`src/rtl/outfifo_arbiter.sv`:
```
// outfifo_arbiter: round-robin return-path arbiter. Picks one thread whose
// output FIFO holds a complete packet, drains that packet word by word onto
// the shared output stream, then pulses a per-thread completion with the
// packet's word count. Packets are never interleaved on the output.
module outfifo_arbiter #(
    parameter int NUM_THREADS = 4,
    parameter int THREAD_BITS = 2,
    parameter int DATA_WIDTH  = 64,
    parameter int CTRL_WIDTH  = 8,
    parameter int LEN_BITS    = 8
) (
    input  logic                              clk,
    input  logic                              reset,
    input  logic [NUM_THREADS-1:0]            in_pkt_ready,
    input  logic [NUM_THREADS-1:0]            in_empty,
    input  logic [NUM_THREADS*DATA_WIDTH-1:0] in_data,
    input  logic [NUM_THREADS*CTRL_WIDTH-1:0] in_ctrl,
    input  logic [NUM_THREADS-1:0]            in_last,
    output logic [NUM_THREADS-1:0]            in_rd_en,
    input  logic                              out_rdy,
    output logic                              out_wr,
    output logic [DATA_WIDTH-1:0]             out_data,
    output logic [CTRL_WIDTH-1:0]             out_ctrl,
    output logic [THREAD_BITS-1:0]            out_thread,
    output logic [NUM_THREADS-1:0]            pkt_sent,
    output logic [LEN_BITS-1:0]               pkt_words
);

    typedef enum logic [1:0] {
        IDLE = 2'd0,
        SEND = 2'd1,
        DONE = 2'd2
    } state_t;

    state_t                 state_q, state_d;
    logic [THREAD_BITS-1:0] sel_q, sel_d;
    logic [THREAD_BITS-1:0] rr_ptr_q, rr_ptr_d;
    logic [LEN_BITS-1:0]    word_cnt_q, word_cnt_d;

    logic                   out_wr_q, out_wr_d;
    logic [DATA_WIDTH-1:0]  out_data_q, out_data_d;
    logic [CTRL_WIDTH-1:0]  out_ctrl_q, out_ctrl_d;
    logic [THREAD_BITS-1:0] out_thread_q, out_thread_d;

    // Head word of the selected thread's FIFO (first-word-fall-through).
    logic [DATA_WIDTH-1:0]  head_data;
    logic [CTRL_WIDTH-1:0]  head_ctrl;
    logic                   head_last;
    logic                   head_empty;
    logic                   rd_fire;

    logic                   grant_vld;
    logic [THREAD_BITS-1:0] grant_idx;
    logic [THREAD_BITS-1:0] cand;

    assign head_data  = in_data[int'(sel_q)*DATA_WIDTH +: DATA_WIDTH];
    assign head_ctrl  = in_ctrl[int'(sel_q)*CTRL_WIDTH +: CTRL_WIDTH];
    assign head_last  = in_last[sel_q];
    assign head_empty = in_empty[sel_q];

    // A word is popped only while sending, downstream accepts and data exists.
    assign rd_fire = (state_q == SEND) && out_rdy && !head_empty;

    // Round-robin search: scan from the highest offset down so the requester
    // closest to rr_ptr is the one left standing.
    always_comb begin
        grant_vld = 1'b0;
        grant_idx = rr_ptr_q;
        cand      = rr_ptr_q;
        for (int k = NUM_THREADS - 1; k >= 0; k--) begin
            cand = rr_ptr_q + THREAD_BITS'(k);
            if (in_pkt_ready[cand]) begin
                grant_vld = 1'b1;
                grant_idx = cand;
            end
        end
    end

    // Pop strobe back to the selected thread FIFO: one-hot or zero.
    always_comb begin
        in_rd_en = '0;
        if (rd_fire) begin
            in_rd_en[sel_q] = 1'b1;
        end
    end

    // Next-state logic for the arbitration FSM and the output word register.
    always_comb begin
        state_d      = state_q;
        sel_d        = sel_q;
        rr_ptr_d     = rr_ptr_q;
        word_cnt_d   = word_cnt_q;
        out_wr_d     = 1'b0;
        out_data_d   = out_data_q;
        out_ctrl_d   = out_ctrl_q;
        out_thread_d = out_thread_q;

        case (state_q)
            IDLE: begin
                if (grant_vld) begin
                    sel_d      = grant_idx;
                    word_cnt_d = '0;
                    state_d    = SEND;
                end
            end
            SEND: begin
                if (rd_fire) begin
                    out_wr_d     = 1'b1;
                    out_data_d   = head_data;
                    out_ctrl_d   = head_ctrl;
                    out_thread_d = sel_q;
                    if (word_cnt_q != '1) begin
                        word_cnt_d = word_cnt_q + 1'b1;
                    end
                    if (head_last) begin
                        state_d = DONE;
                    end
                end
            end
            DONE: begin
                rr_ptr_d = sel_q + 1'b1;
                state_d  = IDLE;
            end
            default: begin
                state_d = IDLE;
            end
        endcase
    end

    // Completion pulse is decoded from DONE so reset silences it immediately.
    always_comb begin
        pkt_sent  = '0;
        pkt_words = '0;
        if (state_q == DONE) begin
            pkt_sent[sel_q] = 1'b1;
            pkt_words       = word_cnt_q;
        end
    end

    // Control state registers.
    always_ff @(posedge clk or posedge reset) begin
        if (reset) begin
            state_q    <= IDLE;
            sel_q      <= '0;
            rr_ptr_q   <= '0;
            word_cnt_q <= '0;
        end else begin
            state_q    <= state_d;
            sel_q      <= sel_d;
            rr_ptr_q   <= rr_ptr_d;
            word_cnt_q <= word_cnt_d;
        end
    end

    // Registered output stream; cleared on reset so nothing partial leaks out.
    always_ff @(posedge clk or posedge reset) begin
        if (reset) begin
            out_wr_q     <= 1'b0;
            out_data_q   <= '0;
            out_ctrl_q   <= '0;
            out_thread_q <= '0;
        end else begin
            out_wr_q     <= out_wr_d;
            out_data_q   <= out_data_d;
            out_ctrl_q   <= out_ctrl_d;
            out_thread_q <= out_thread_d;
        end
    end

    assign out_wr     = out_wr_q;
    assign out_data   = out_data_q;
    assign out_ctrl   = out_ctrl_q;
    assign out_thread = out_thread_q;

endmodule

```
`config.mk`:
```
export PLATFORM = sky130hd
export DESIGN_NAME = outfifo_arbiter
export DESIGN_NICKNAME = d
export VERILOG_FILES = /design/src/rtl/outfifo_arbiter.sv
export SDC_FILE = /design/constraint.sdc
export NUM_CORES = 1
export LEC_CHECK = 0
export ABC_AREA = 1
export ABC_CLOCK_PERIOD_IN_PS = 3200
export CAP_MARGIN = 5
export CORE_AREA = 5 5 149 151
export DETAILED_ROUTE_END_ITERATION = 10
export DIE_AREA = 0 0 154 156
export HOLD_SLACK_MARGIN = 0.05
export MAX_ROUTING_LAYER = met4
export PLACE_DENSITY = 0.7
export SETUP_SLACK_MARGIN = 0.3
export SLEW_MARGIN = 20
export SYNTH_ARGS = -nofsm -noshare
export SYNTH_HDL_FRONTEND = slang
export SYNTH_SLANG_ARGS = --single-unit
```
`constraint.sdc`:
```
create_clock -name clk -period 3.2 [get_ports clk]
set_clock_uncertainty 0.1 [all_clocks]
set_input_delay 0.96 -clock clk [delete_from_list [all_inputs] [get_ports clk]]
set_output_delay 0.96 -clock clk [all_outputs]
set_load 0.02 [all_outputs]
```
== Word level (Yosys, flattened, before mapping) ==
Cells that the tools add are included.

* Flip-flop bits (word level): 89
* Bits in latches: 0
* Bits in writable memories: 0
* Memory bits (read-only): 0
* Input port bits: 303
* Logic and storage cells: 73
* Memories kept: 0

* $add $sub $neg: 5
* Multipliers: 0
* Divide/modulo/power cells: 0
* $lt $le $gt $ge: 6
* Eq/ne operators: 7
* Shifts and indexed selects: 2
* Multiplexer cells: 35
* Bitwise logic cells: 0
* Reduce and logical (&&, ||, !) cells: 10

{| class="wikitable"
|+ Operators with widths
! cell !! number
|-
| $shiftx A256 B9 Y64 || 1
|-
| $mux W8 || 4
|-
| $shiftx A32 B6 Y8 || 1
|-
| $pmux W8 S2 || 1
|-
| $lt A2 B3 Y1 const B || 5
|-
| $mux W2 || 7
|-
| $mux W1 || 13
|-
| $bmux W1 S2 || 6
|-
| $add A8 B1 Y8 const B || 1
|-
| $mux W4 || 2
|-
| $ne A8 B8 Y1 const B || 1
|-
| $ne A2 B2 Y1 const B || 3
|-
| $add A2 B1 Y2 const B || 2
|-
| $add A2 B2 Y2 const B || 2
|-
| $pmux W2 S2 || 1
|-
| $reduce_and A2 Y1 || 2
|-
| $reduce_and A4 Y1 || 1
|-
| $logic_and A1 B1 Y1 || 3
|-
| $reduce_and A3 Y1 || 1
|-
| $demux W1 S2 || 1
|-
| $eq A2 B1 Y1 const B || 1
|-
| $eq A2 B2 Y1 const B || 1
|-
| $ge A2 B1 Y1 const B || 1
|-
| $logic_not A2 Y1 || 1
|-
| other kinds (3) || 3
|}

== Longest topological paths before layout ==
Gate-level depths: netlist of the first run.

* Depth in word-level cells: 9
* Mapped depth: 11

== Least setup slack after synthesis of the first run ==
No wires, ideal clock.

* Path kind: input-to-output
* Start point: input in_empty[0]
* End point: output in_rd_en[0]
* Arrival: 1.845 ns
* Data required time: 2.140 ns
* Setup slack: 0.295 ns
* Cell stages on the path: 7
* Buffers on the path: 2
* Cell sequence: nor2_1 -> nor2_2 -> o21ai_2 -> nand4_2 -> buf_6 -> buf_2 -> nor2_1

* Cells in the longest elaborated chain, start to end: 5

{| class="wikitable"
|+ RTL lines
! element !! RTL line !! RTL
|-
| start: declaration || 15 || <nowiki>input logic [NUM_THREADS-1:0] in_empty,</nowiki>
|-
| $bmux W1 S2 || 59 || <nowiki>assign head_empty = in_empty[sel_q];</nowiki>
|-
| $mux W1 (not written as such) || 59 ||
|-
| $logic_not A1 Y1 || 62 || <nowiki>assign rd_fire = (state_q == SEND) && out_rdy && !head_empty;</nowiki>
|-
| $logic_and A1 B1 Y1 || 62 ||
|-
| $mux W4 || 82 || <nowiki>if (rd_fire) begin</nowiki>
|-
| end: declaration || 19 || <nowiki>output logic [NUM_THREADS-1:0] in_rd_en,</nowiki>
|}

Every way passes these cells. The select of a mux whose other input is x is not followed.

== Worst setup path after layout of the first run ==
* Start point: input in_empty[0]
* End point: output in_rd_en[3]

Same word-level chain as after synthesis.

==> reports/qor_table.md, run 1 <==
| Result | Value | Unit |
| --- | --- | --- |
| Delay of the slowest critical-path stage | 0.19 | ns |
| Number of cells on the worst hold path | 2 | - |
| Iter 0 DRT Violations | 446 | - |
| Leakage | 0.00457 | uW |
| Layout Nets | 1,581 | - |
| Global-route wire length before repair | 39,000 | um |
| CTS root buf | sky130_fd_sc_hd__clkbuf_16 | - |
| Setup repair after global routing missed its margin | true | - |
| Vias in the first global route | 7,162 | - |
| Max-cap violation count | 0 | - |
| # clock sinks | 89 | - |
| Global placer's final weighted congestion | 0.926 | - |
| I/O Pins | 394 | - |
| Tightest Pin Transition | 0.760 | ns |
| Post-CTS clock slew at the launch and capture registers of the worst setup and hold paths | 0.06 | ns |
| Height of the die | 156 | um |
| Growth of design area from synthesis to finish | 73.8 | % |
| Number of antenna violations at the first check in global routing | 0 | - |
| IR Drop Worst-Case VDD | 0.676 | mV |
| First drt pass iteration count | 5 | - |
| Register area share after synthesis | 37.2 | % |
| Final routed wire length divided by cell count | 16.5 | um |
| Outcome | finished clean | - |
| Area of the core region | 20,700 | um2 |
| # H-tree levels | 3 | - |
| Detailed-route wire length | 25,600 | um |
| Worst path bufs/invs | 2 | - |
| Hpwl dp | 19,100 | um |
| DR vias | 7,494 | - |
| Fraction of final layout cells with drive strength greater than 1 | 4.78 | % |
| Endpoint required time on the critical path | 2.14 | ns |
| Final hold violations | 0 | - |
| Antenna violation net count after detailed routing | 0 | - |
| Post-route clock period utilization | 89.7 | % |
| Overall die area | 24,000 | um2 |
| Reg-to-reg startpoint | sel_q[0] | - |
| Effective utilization at floorplan | 28.9 | % |
| Nature of the critical path startpoint | input port | - |
| Synthesized instance count | 918 | - |
| HP Start | out_data[0] | - |
| FF-to-FF path depth | 11 | - |
| CP cell instances | buf_2, nor2_1, nor2_2, o21ai_2, nand4_4, nor2_1, buf_4 | - |
| Diode count | 0 | - |
| Slew Limit Headroom | 49.3 | % |
| Clock insertion delay at the later pin of the skew report | 0.33 | ns |
| Hold WS | 0.376 | ns |
| Clock period minus worst slack | 2.87 | ns |
| Clock buffers created by TritonCTS | 9 | - |
| Total track usage | 20.5 | % |
| Category of the worst setup path capture point | primary output | - |
| Worst EP arrival | 1.81 | ns |
| Yosys warning count | 0 | - |
| Area of the mapped netlist | 5980 | um2 |
| Total of endpoints with negative setup slack in the final report | 0 | - |
| Pin count of the biggest net entering global routing | 89 | - |
| Largest buffer count on any clock path | 2 | - |
| Overall power consumption | 8600 | uW |
| Class of the most critical hold timing path | reg -> reg | - |
| Cell depth of the worst setup path | 7 | - |
| Critical path class | in -> out | - |
| DRC errors left | 0 | - |
| Horiz. Die Dim | 154 | um |
| GRT Residual Overflow | 0 | - |
| Power density over the cells | 828 | nW/um2 |
| Number of flip-flops and latches in the synthesized netlist | 89 | - |
| Number of hold buffers added after cts | 0 | - |
| Buffers on Ports | 393 | - |
| CP max stage cell | sky130_fd_sc_hd__nand4_4 | - |
| Kind of cell adding the most delay to the critical path | simple AND/OR/NAND/NOR gates | - |
| Average size of a mapped cell | 6.51 | um2 |
| Net count after synthesis | 1,226 | - |
| Final Slew Violations | 0 | - |
| Startpoint of the worst setup timing path | in_empty[0] | - |
| Most frequent cell on the critical path | sky130_fd_sc_hd__nor2_1 | - |
| Number of distinct library cell variants in the gate-level netlist after synthesis | 26 | - |
| TritonCTS clock tree | done | - |
| Max Fanout on Critical Path | 5 | - |
| Vias/cell | 4.83 | - |
| Upper clock frequency limit | 0.348 | GHz |
| Standard-cell row count | 53 | - |
layout make-up:
class / count / area [um2]
Sequential cell: 89 / 2230
Timing Repair Buffer: 410 / 4060
Fill cell: 2073 / 10300
Clock inverter: 3 / 65.1
Clock buffer: 11 / 253
Inverter: 33 / 135
Multi-Input combinational cell: 730 / 3310
Tap cell: 275 / 344
through the flow:
stage	TNS (ns)	util, %	worst slack (ns)	area (um2)	std cells
CTS	0	50.1	0.323	10400	1551
global route	0	50.2	0.277	10400	1551
finish	0	50.2	0.329	10400	1551
detailed placement	-1.56	48.6	-0.396	10100	1534
floorplan	0	-	0.295	5980	918
global placement	-1.50	48.6	-0.380	10100	1534
layout by cell type, fill, tap and decap left out, drive strengths merged:
| cell | n |
|---|---|
| clkinvlp | 1 |
| clkdlybuf4s15 | 3 |
| ha | 5 |
| o22ai | 72 |
| a21oi | 4 |
| bufinv | 2 |
| o21ai | 152 |
| o221ai | 1 |
| nor3 | 2 |
| dlygate4sd2 | 12 |
| nand3 | 12 |
| nor2 | 181 |
| clkdlybuf4s50 | 372 |
| nand2 | 287 |
| a21boi | 1 |
| dfrtp | 89 |
| xor2 | 3 |
| clkinv | 1 |
| nand4 | 10 |
| clkbuf | 12 |
| inv | 32 |
| buf | 22 |
synthesized netlist by cell type, drive strengths merged:
cell type / number / area, um2
ha: 5 / 62.6
nor3: 2 / 10.0
nand4: 10 / 68.8
o22ai: 72 / 450
o21ai: 152 / 764
nand3: 12 / 85.1
o221ai: 1 / 8.76
inv: 33 / 129
nand2: 287 / 1080
dfrtp: 89 / 2230
a21oi: 4 / 20.0
a21boi: 1 / 7.51
nor2: 181 / 687
buf: 31 / 216
clkbuf: 35 / 131
xor2: 3 / 26.3
registers in the layout, indices dropped and copies added (netlist names):
name	cells
rr_ptr_q	2
word_cnt_q	8
state_q	2
sel_q	2
out_ctrl	8
out_data	64
out_wr	1
out_thread	2
final timing paths:
| path | slack [ns] | end |
|---|---|---|
| max | 0.33 | in_rd_en[3] |
| min | 0.38 | out_data[0] |
| max reg2reg | 0.62 | out_data[19] |
| min reg2reg | 0.38 | out_data[0] |
| max in group asynchronous | 1.57 | sel_q[0] |
| min in group asynchronous | 0.75 | out_data[51] |
cells by family (layout without fill, tap and decap cells):
family,count (synthesis),in the layout,share of synthesized area [%]
AO/OA/AOI/OAI,230,230,20.9
flip-flops,89,89,37.2
AND/OR/NAND/NOR,492,492,32.4
adder cells (fa/ha/maj),5,5,1.05
buffers and inverters,99,457,7.97
XOR/XNOR,3,3,0.440
tightest hold or removal path, stage by stage (launching register included):
cell and delay, ns:
sky130_fd_sc_hd__dfrtp_1 0.34, sky130_fd_sc_hd__nand2_1 0.05, sky130_fd_sc_hd__nand2_1 0.06
report_power, final:
group	switching (uW)	total (uW)	leakage [uW]	internal, uW
Combinational	3330	5500	0.00329	2170
Sequential	334	1950	0.00112	1620
Clock	430	1150	0.000157	718
per-layer routing:
| layer | track usage, % | wire, um | vias up |
|---|---|---|---|
| met5 | - | 0 | - |
| met2 | 33.5 | 12200 | 326 |
| met4 | 6.52 | 669 | 0 |
| li1 | - | - | 3729 |
| met1 | 25.7 | 10700 | 3397 |
| met3 | 4.22 | 2010 | 42 |
what timing repair did:
item,4_1_cts,5_1_grt
buffers inserted,3,0
pin swaps,7,6
resized for setup,42,11
endpoints found under the setup margin,16,4
Note: power is estimated with default switching activity, not from simulation.
==> inputs of run 2 (changes only) <==
Settings changed: ABC_AREA 1 to unset, CORE_AREA 5 5 149 151 to 5 5 150 152, DIE_AREA 0 0 154 156 to 0 0 155 157, PLACE_DENSITY 0.7 to 0.67.
==> run 2 against run 1 <==
  * Maximum frequency down 6.4%
  * Cell area down 2.4%
  * Synthesized cell count down 60%
  * Synthesized area is 7.6% lower
==> reports/qor_table.md, run 2 <==
| Result | Value | Unit | vs previous |
| --- | --- | --- | --- |
| Commonest non-fill, non-tap cell in the layout | sky130_fd_sc_hd__clkdlybuf4s50_1 | - |  |
| Setup repair after global routing missed its margin | true | - |  |
| Global placer's final weighted congestion | 0.895 | - | -3.4% |
| Buffers on Ports | 393 | - | unchanged |
| Worst setup margin | 0.131 | ns | -0.198 ns |
| Proportion of register bits with asynchronous set or reset after synthesis | 100 | % | unchanged |
| Number of cells on the worst hold path | 1 | - | -1 |
| IR Drop Worst-Case VDD | 0.436 | mV | -36% |
| Pin count of the biggest net entering global routing | 49 | - | -45% |
| Category of the worst setup path capture point | primary output | - |  |
| Endpoint required time on the critical path | 2.14 | ns | about the same |
| Effective utilization at floorplan | 26.5 | % | -2.4 points |
| DR vias | 5,000 | - | -33% |
| Post-synth top flop | sky130_fd_sc_hd__dfrtp_1 | - |  |
| Max-cap violation count | 0 | - | unchanged |
| Tightest Pin Transition | 0.767 | ns | +0.00720 ns |
| Horiz. Die Dim | 155 | um | +0.65% |
| Overall die area | 24,300 | um2 | +1.3% |
| Post-route clock period utilization | 95.9 | % | +6.2 points |
| Sequential Area | 2230 | um2 | +0.11% |
| Standard-cell row count | 53 | - | unchanged |
| Gr busiest metal | met2 | - |  |
| Iter 0 DRT Violations | 193 | - | -57% |
| Number of distinct library cell variants in the gate-level netlist after synthesis | 43 | - | +65% |
| CP cell instances | buf_6, mux2_4, a21oi_4, o21ai_2, nor2_4, and2_4, buf_6 | - |  |
| Yosys warning count | 0 | - | unchanged |
| Total of endpoints with negative setup slack in the final report | 0 | - | unchanged |
| Vias in the first global route | 5,573 | - | -22% |
| Outcome | finished clean | - |  |
| Register area share after synthesis | 40.3 | % | +3.1 points |
| Reg-to-reg startpoint | sel_q[0] | - |  |
| Most used cells in the layout excluding fill and tap cells | sky130_fd_sc_hd__clkdlybuf4s50_1, sky130_fd_sc_hd__dfrtp_1, sky130_fd_sc_hd__mux2_2, sky130_fd_sc_hd__mux4_2, sky130_fd_sc_hd__buf_4 | - |  |
| Yosys top cell by area | sky130_fd_sc_hd__dfrtp_1 | - |  |
| Instance area after placement | 9800 | um2 | -2.6% |
| Worst Setup Slack post-DPL | -0.708 | ns | -0.313 ns |
| Routing usage on met2 | 32.4 | % | -1.1 points |
| Clock period minus worst slack | 3.07 | ns | +0.198 ns |
| Leakage | 0.00388 | uW | -15% |
| EDFF count, synth | 0 | - | unchanged |
| Worst reg-to-reg setup slack | 0.76 | ns | +0.14 ns |
| Slew Limit Headroom | 48.8 | % | -0.48 points |
| Global-route wire length before repair | 32,800 | um | -16% |
| HP Start | out_data[16] | - |  |
| Worst EP arrival | 2.01 | ns | +0.20 ns |
| Clock insertion delay at the later pin of the skew report | 0.34 | ns | about the same |
| Top post-synthesis cells by count | sky130_fd_sc_hd__dfrtp_1, sky130_fd_sc_hd__mux2_2, sky130_fd_sc_hd__mux4_2, sky130_fd_sc_hd__and2_1, sky130_fd_sc_hd__buf_2 | - |  |
| Number of antenna violations at the first check in global routing | 4 | - | +4 |
| Vias/cell | 4.78 | - | -1.2% |
| First drt pass iteration count | 4 | - | -1 |
| Post-CTS clock slew at the launch and capture registers of the worst setup and hold paths | 0.06 | ns | about the same |
| Detailed-route wire length | 22,700 | um | -11% |
| Met3 track demand over resource in global routing | 5.86 | % | +1.6 points |
| Number of hold buffers added after cts | 0 | - | unchanged |
| Nature of the critical path startpoint | input port | - |  |
| I/O Pins | 394 | - | unchanged |
| Class of the most critical hold timing path | reg -> reg | - |  |
| Average size of a mapped cell | 15.0 | um2 | +130% |
| Max reg flops | 64 | - | unchanged |
| TritonCTS clock tree | done | - |  |
| Max Fanout on Critical Path | 6 | - | +1 |
| Growth of design area from synthesis to finish | 83.5 | % |  |
| Instance count after placement with tap cells included | 1,024 | - | -33% |
| Number of flip-flops and latches in the synthesized netlist | 89 | - | unchanged |
| Fraction of post-synthesis cell area in the top cell type by area | 40.3 | % | +3.1 points |
| Net count after synthesis | 676 | - | -45% |
| Clock buffers created by TritonCTS | 9 | - | unchanged |
| Hpwl dp | 18,700 | um | -1.9% |
| Library cell with the highest instance count after synthesis | sky130_fd_sc_hd__dfrtp_1 | - |  |
| Antenna violation net count after detailed routing | 0 | - | unchanged |
| Startpoint of the worst setup timing path | in_empty[2] | - |  |
| Final hold violations | 0 | - | unchanged |
| Final standard cell area without fillers | 10,100 | um2 | -2.4% |
| Endpoint, Worst Hold | out_data[16] | - |  |
| Height of the die | 157 | um | +0.64% |
| Total track usage | 18.2 | % | -2.3 points |
| Final Slew Violations | 0 | - | unchanged |
| Hold WS | 0.405 | ns | +0.0285 ns |
| FF-to-FF path depth | 7 | - | -4 |
| # H-tree levels | 3 | - | unchanged |
| Layout Nets | 1,071 | - | -32% |
| Final routed wire length divided by cell count | 21.7 | um | +31% |
| Most frequent cell on the critical path | sky130_fd_sc_hd__buf_6 | - |  |
| Delay of the slowest critical-path stage | 0.28 | ns | +0.09 ns |
| Ranking of synthesized cells by area | sky130_fd_sc_hd__dfrtp_1, sky130_fd_sc_hd__mux4_2, sky130_fd_sc_hd__mux2_2 | - |  |
| Critical path class | in -> out | - |  |
| # clock sinks | 89 | - | unchanged |
| Met1 layer usage reported by global route | 19.8 | % | -5.8 points |
| Fillcell total | 1,886 | - | -9.0% |
| Synthesized instance count | 368 | - | -60% |
| Upper clock frequency limit | 0.326 | GHz | -6.4% |
| Post-route non-filler standard cell count | 1,047 | - | -32% |
| Reg-to-Reg End | out_data[54] | - |  |
| Area taken by multi-input logic gates | 3150 | um2 | -4.8% |
| Fraction of final layout cells with drive strength greater than 1 | 27.1 | % | +22 points |
| Area of the mapped netlist | 5530 | um2 | -7.6% |
| Largest buffer count on any clock path | 2 | - | unchanged |
| Power density over the cells | 797 | nW/um2 | -3.7% |
| Area of the core region | 20,900 | um2 | +0.96% |
| DRC errors left | 0 | - | unchanged |
| CP max stage cell | sky130_fd_sc_hd__mux2_4 | - |  |
| CTS root buf | sky130_fd_sc_hd__clkbuf_16 | - |  |
| GRT Residual Overflow | 0 | - | unchanged |
==> run 2: cell types whose count changed after synthesis, sizes merged, moves of 17 or more <==
cell and change:
mux4 +72, nor2 -171, nand2 -281, and2 +17, o22ai -72, mux2 +76, o21ai -143, clkbuf -24
inv -24
==> run 2: routing by layer <==
layer / share of wire, % / vias to the layer above
li1: - / 2253
met1: 36 / 2470
met2: 53 / 254
met3: 9.1 / 23
met4: 1.7 / 0
met5: 0 / -
==> run 2: how the worst max path moves through the flow <==
stage | slack [ns] | cells after the start | endpoint
finish | 0.13 | 7 | in_rd_en[3]
global route | 0.08 | 7 | in_rd_en[3]
CTS | 0.11 | 7 | in_rd_en[3]
detailed placement | -0.71 | 7 | in_rd_en[3]
global placement | -0.68 | 7 | in_rd_en[0]
floorplan | 0.06 | 7 | in_rd_en[0]
==> run 2: cells by family after synthesis <==
logic type,after synthesis,synth area share [%]
multiplexers,151,45.4
flip-flops,89,40.3
AND/OR/NAND/NOR,58,6.41
buffers and inverters,37,3.12
AO/OA/AOI/OAI,26,3.28
adder cells (fa/ha/maj),5,1.13
XOR/XNOR,2,0.317
==> run 2: report_power, final <==
part / switching (uW) / internal (uW) / leakage (uW)
Sequential: 338 / 1700 / 0.00106
Clock: 445 / 648 / 0.000149
Combinational: 2220 / 2730 / 0.00267
==> run 2: cell type report <==
type                            instances  area share, %
Timing Repair Buffer                  412           40.0
Clock inverter                          4          0.506
Antenna cell                            4         0.0987
Clock buffer                           12           2.53
Sequential cell                        89           22.0
Inverter                                9          0.370
Multi-Input combinational cell        242           31.0
Tap cell                              275           3.39
==> run 2: what timing repair did <==
| action | CTS | global route |
|---|---|---|
| setup endpoints to repair | 16 | 16 |
| setup buffers | 3 | 0 |
| gates resized for setup | 54 | 16 |
| pin swaps | 5 | 1 |
==> run 2: per-stage QoR <==
stage	total power, uW	util (%)	setup TNS [ns]
3_5_place_dp	7050	46.9	-3.93
4_1_cts	8240	48.5	0
3_3_place_gp	6940	46.9	-2.71
2_1_floorplan	4990	-	0
6_report	8080	48.6	0
5_1_grt	8550	48.6	0
==> run 2: worst max-delay path, delay by kind of cell <==
| kind | cells | cell delay (ns) |
|---|---|---|
| AO/OA/AOI/OAI | 2 | 0.23 |
| multiplexers | 1 | 0.28 |
| AND/OR/NAND/NOR | 2 | 0.33 |
| buffers and inverters | 2 | 0.20 |
==> inputs of run 3 (changes only) <==
Settings changed: ABC_AREA set to 1, CORE_AREA 5 5 150 152 to 5 5 149 151, DIE_AREA 0 0 155 157 to 0 0 154 156, PLACE_DENSITY 0.67 to 0.78.
==> run 3 against run 2 <==
  * Die area shrank 1.3%
  * Setup slack gained 0.16 ns
  * Clock-buffer cell count down 2
  * Largest power group unchanged
  * Global-route usage grew 1.8 points
  * Via count grew 49%
==> reports/qor_table.md, run 3 (synthesis gave the netlist of run 1 again) <==
| Result | Value | Unit | vs previous |
| --- | --- | --- | --- |
| Area of the core region | 20,700 | um2 | -0.95% |
| Fillcell total | 2,013 | - | +6.7% |
| Total track usage | 20.0 | % | +1.8 points |
| Post-route clock period utilization | 90.8 | % | -5.1 points |
| FF-to-FF path depth | 11 | - | +4 |
| HP Start | out_data[25] | - |  |
| Worst Setup Slack post-DPL | -0.347 | ns | +0.362 ns |
| CTS root buf | sky130_fd_sc_hd__clkbuf_16 | - |  |
| Power density over the cells | 820 | nW/um2 | +2.9% |
| Max reg flops | 64 | - | unchanged |
| Final hold violations | 0 | - | unchanged |
| Tightest Pin Transition | 0.752 | ns | -0.0149 ns |
| Total of endpoints with negative setup slack in the final report | 0 | - | unchanged |
| Startpoint of the worst setup timing path | in_empty[0] | - |  |
| Clock period minus worst slack | 2.90 | ns | -0.164 ns |
| Slew Limit Headroom | 49.8 | % | +1.0 points |
| Setup repair after global routing missed its margin | false | - |  |
| Max-cap violation count | 0 | - | unchanged |
| Vias in the first global route | 6,881 | - | +23% |
| Post-CTS clock slew at the launch and capture registers of the worst setup and hold paths | 0.06 | ns | about the same |
| I/O Pins | 394 | - | unchanged |
| GRT Residual Overflow | 0 | - | unchanged |
| Max Fanout on Critical Path | 5 | - | -1 |
| Iter 0 DRT Violations | 533 | - | +180% |
| Upper clock frequency limit | 0.344 | GHz | +5.6% |
| Leakage | 0.00456 | uW | +17% |
| Endpoint required time on the critical path | 2.14 | ns | about the same |
| Reg-to-Reg End | out_data[46] | - |  |
| Layout Nets | 1,579 | - | +47% |
| Most used cells in the layout excluding fill and tap cells | sky130_fd_sc_hd__clkdlybuf4s50_1, sky130_fd_sc_hd__nand2_1, sky130_fd_sc_hd__nor2_1, sky130_fd_sc_hd__o21ai_0, sky130_fd_sc_hd__dfrtp_1 | - |  |
| Growth of design area from synthesis to finish | 73.4 | % |  |
| Fraction of final layout cells with drive strength greater than 1 | 4.95 | % | -22 points |
| Clock insertion delay at the later pin of the skew report | 0.34 | ns | about the same |
| Diode count | 0 | - | -4 |
| Detailed-route wire length | 24,900 | um | +9.6% |
| Pin count of the biggest net entering global routing | 90 | - | +84% |
| Reg-to-reg startpoint | sel_q[0] | - |  |
| Buffers on Ports | 393 | - | unchanged |
| Global placer's final weighted congestion | 0.899 | - | +0.40% |
| Vias/cell | 4.80 | - | +0.54% |
| Commonest non-fill, non-tap cell in the layout | sky130_fd_sc_hd__clkdlybuf4s50_1 | - |  |
| IR Drop Worst-Case VDD | 0.575 | mV | +32% |
| Hpwl dp | 18,700 | um | +0.30% |
| Number of antenna violations at the first check in global routing | 0 | - | -4 |
| Clock buffers created by TritonCTS | 9 | - | unchanged |
| Endpoint, Worst Hold | out_data[25] | - |  |
| Standard-cell row count | 53 | - | unchanged |
| Final routed wire length divided by cell count | 16.1 | um | -26% |
| Height of the die | 156 | um | -0.64% |
| # clock sinks | 89 | - | unchanged |
| Number of cells on the worst hold path | 2 | - | +1 |
| Overall die area | 24,000 | um2 | -1.3% |
| Class of the most critical hold timing path | reg -> reg | - |  |
| Worst setup margin | 0.295 | ns | +0.164 ns |
| Nature of the critical path startpoint | input port | - |  |
| Global-route wire length before repair | 37,900 | um | +15% |
| First drt pass iteration count | 5 | - | +1 |
| Largest buffer count on any clock path | 2 | - | unchanged |
| TritonCTS clock tree | done | - |  |
| Horiz. Die Dim | 154 | um | -0.65% |
| DR vias | 7,437 | - | +49% |
| Critical path class | in -> out | - |  |
| Worst reg-to-reg setup slack | 0.60 | ns | -0.16 ns |
| Worst EP arrival | 1.84 | ns | -0.17 ns |
| Antenna violation net count after detailed routing | 0 | - | unchanged |
| Effective utilization at floorplan | 28.9 | % | +2.4 points |
| Number of hold buffers added after cts | 0 | - | unchanged |
| Final Slew Violations | 0 | - | unchanged |
| # H-tree levels | 3 | - | unchanged |
| DRC errors left | 0 | - | unchanged |
| Category of the worst setup path capture point | primary output | - |  |
| Outcome | finished clean | - |  |
| Final Util | 50.1 | % | +1.6 points |
## run 3: per-stage QoR
step           hold slack [ns]  area (um2)  TNS, ns  instances  total power (uW)
2_1_floorplan            0.371        5980        0        918              5280
3_3_place_gp             0.361       10100   -14.61       1534              7310
3_5_place_dp             0.364       10100   -15.75       1534              7390
4_1_cts                  0.382       10300        0       1548              8540
5_1_grt                  0.392       10400        0       1549              9220
6_report                 0.376       10400        0       1549              8500
## run 3: worst max-delay path by stage
stage | endpoint | depth (start not counted)
after floorplan | in_rd_en[0] | 7
after global placement | in_rd_en[1] | 7
after detailed placement | in_rd_en[2] | 7
after CTS | in_rd_en[2] | 7
after global routing | in_rd_en[1] | 7
final | in_rd_en[1] | 7
## run 3: critical path: stages
cell and delay (ns):
sky130_fd_sc_hd__clkbuf_2 0.09, sky130_fd_sc_hd__nor2_2 0.11, sky130_fd_sc_hd__nor2_2 0.04, sky130_fd_sc_hd__o21ai_2 0.08
sky130_fd_sc_hd__nand4_4 0.22, sky130_fd_sc_hd__nor2_2 0.20, sky130_fd_sc_hd__buf_6 0.13
## run 3: cell type report
class,instances,area (um2),share of cell area [%]
clock inverter,4,70.1,0.676
timing repair buffer,408,4050,39.0
clock buffer,10,229,2.21
inverter,33,135,1.30
multi-input combinational,730,3310,31.9
tap,275,344,3.32
sequential,89,2230,21.5
## run 3: repair_timing
| item | CTS | global route |
|---|---|---|
| gates resized for setup | 39 | 20 |
| setup endpoints to repair | 89 | 48 |
| buffers inserted | 0 | 1 |
| pin swaps | 1 | 8 |
## run 3: layer usage
layer	part of all wire, %	GRT usage (%)	up-vias
met5	0	-	-
met1	42	24.8	3398
met3	7.4	4.05	29
met4	2.0	6.27	0
li1	-	-	3723
met2	49	32.9	287
## run 3: power by group
group	internal, uW	switching [uW]	leakage [uW]
sequential	1620	317	0.00112
clock	673	430	0.000148
combinational	2180	3280	0.00329
total	4470	4030	0.00456
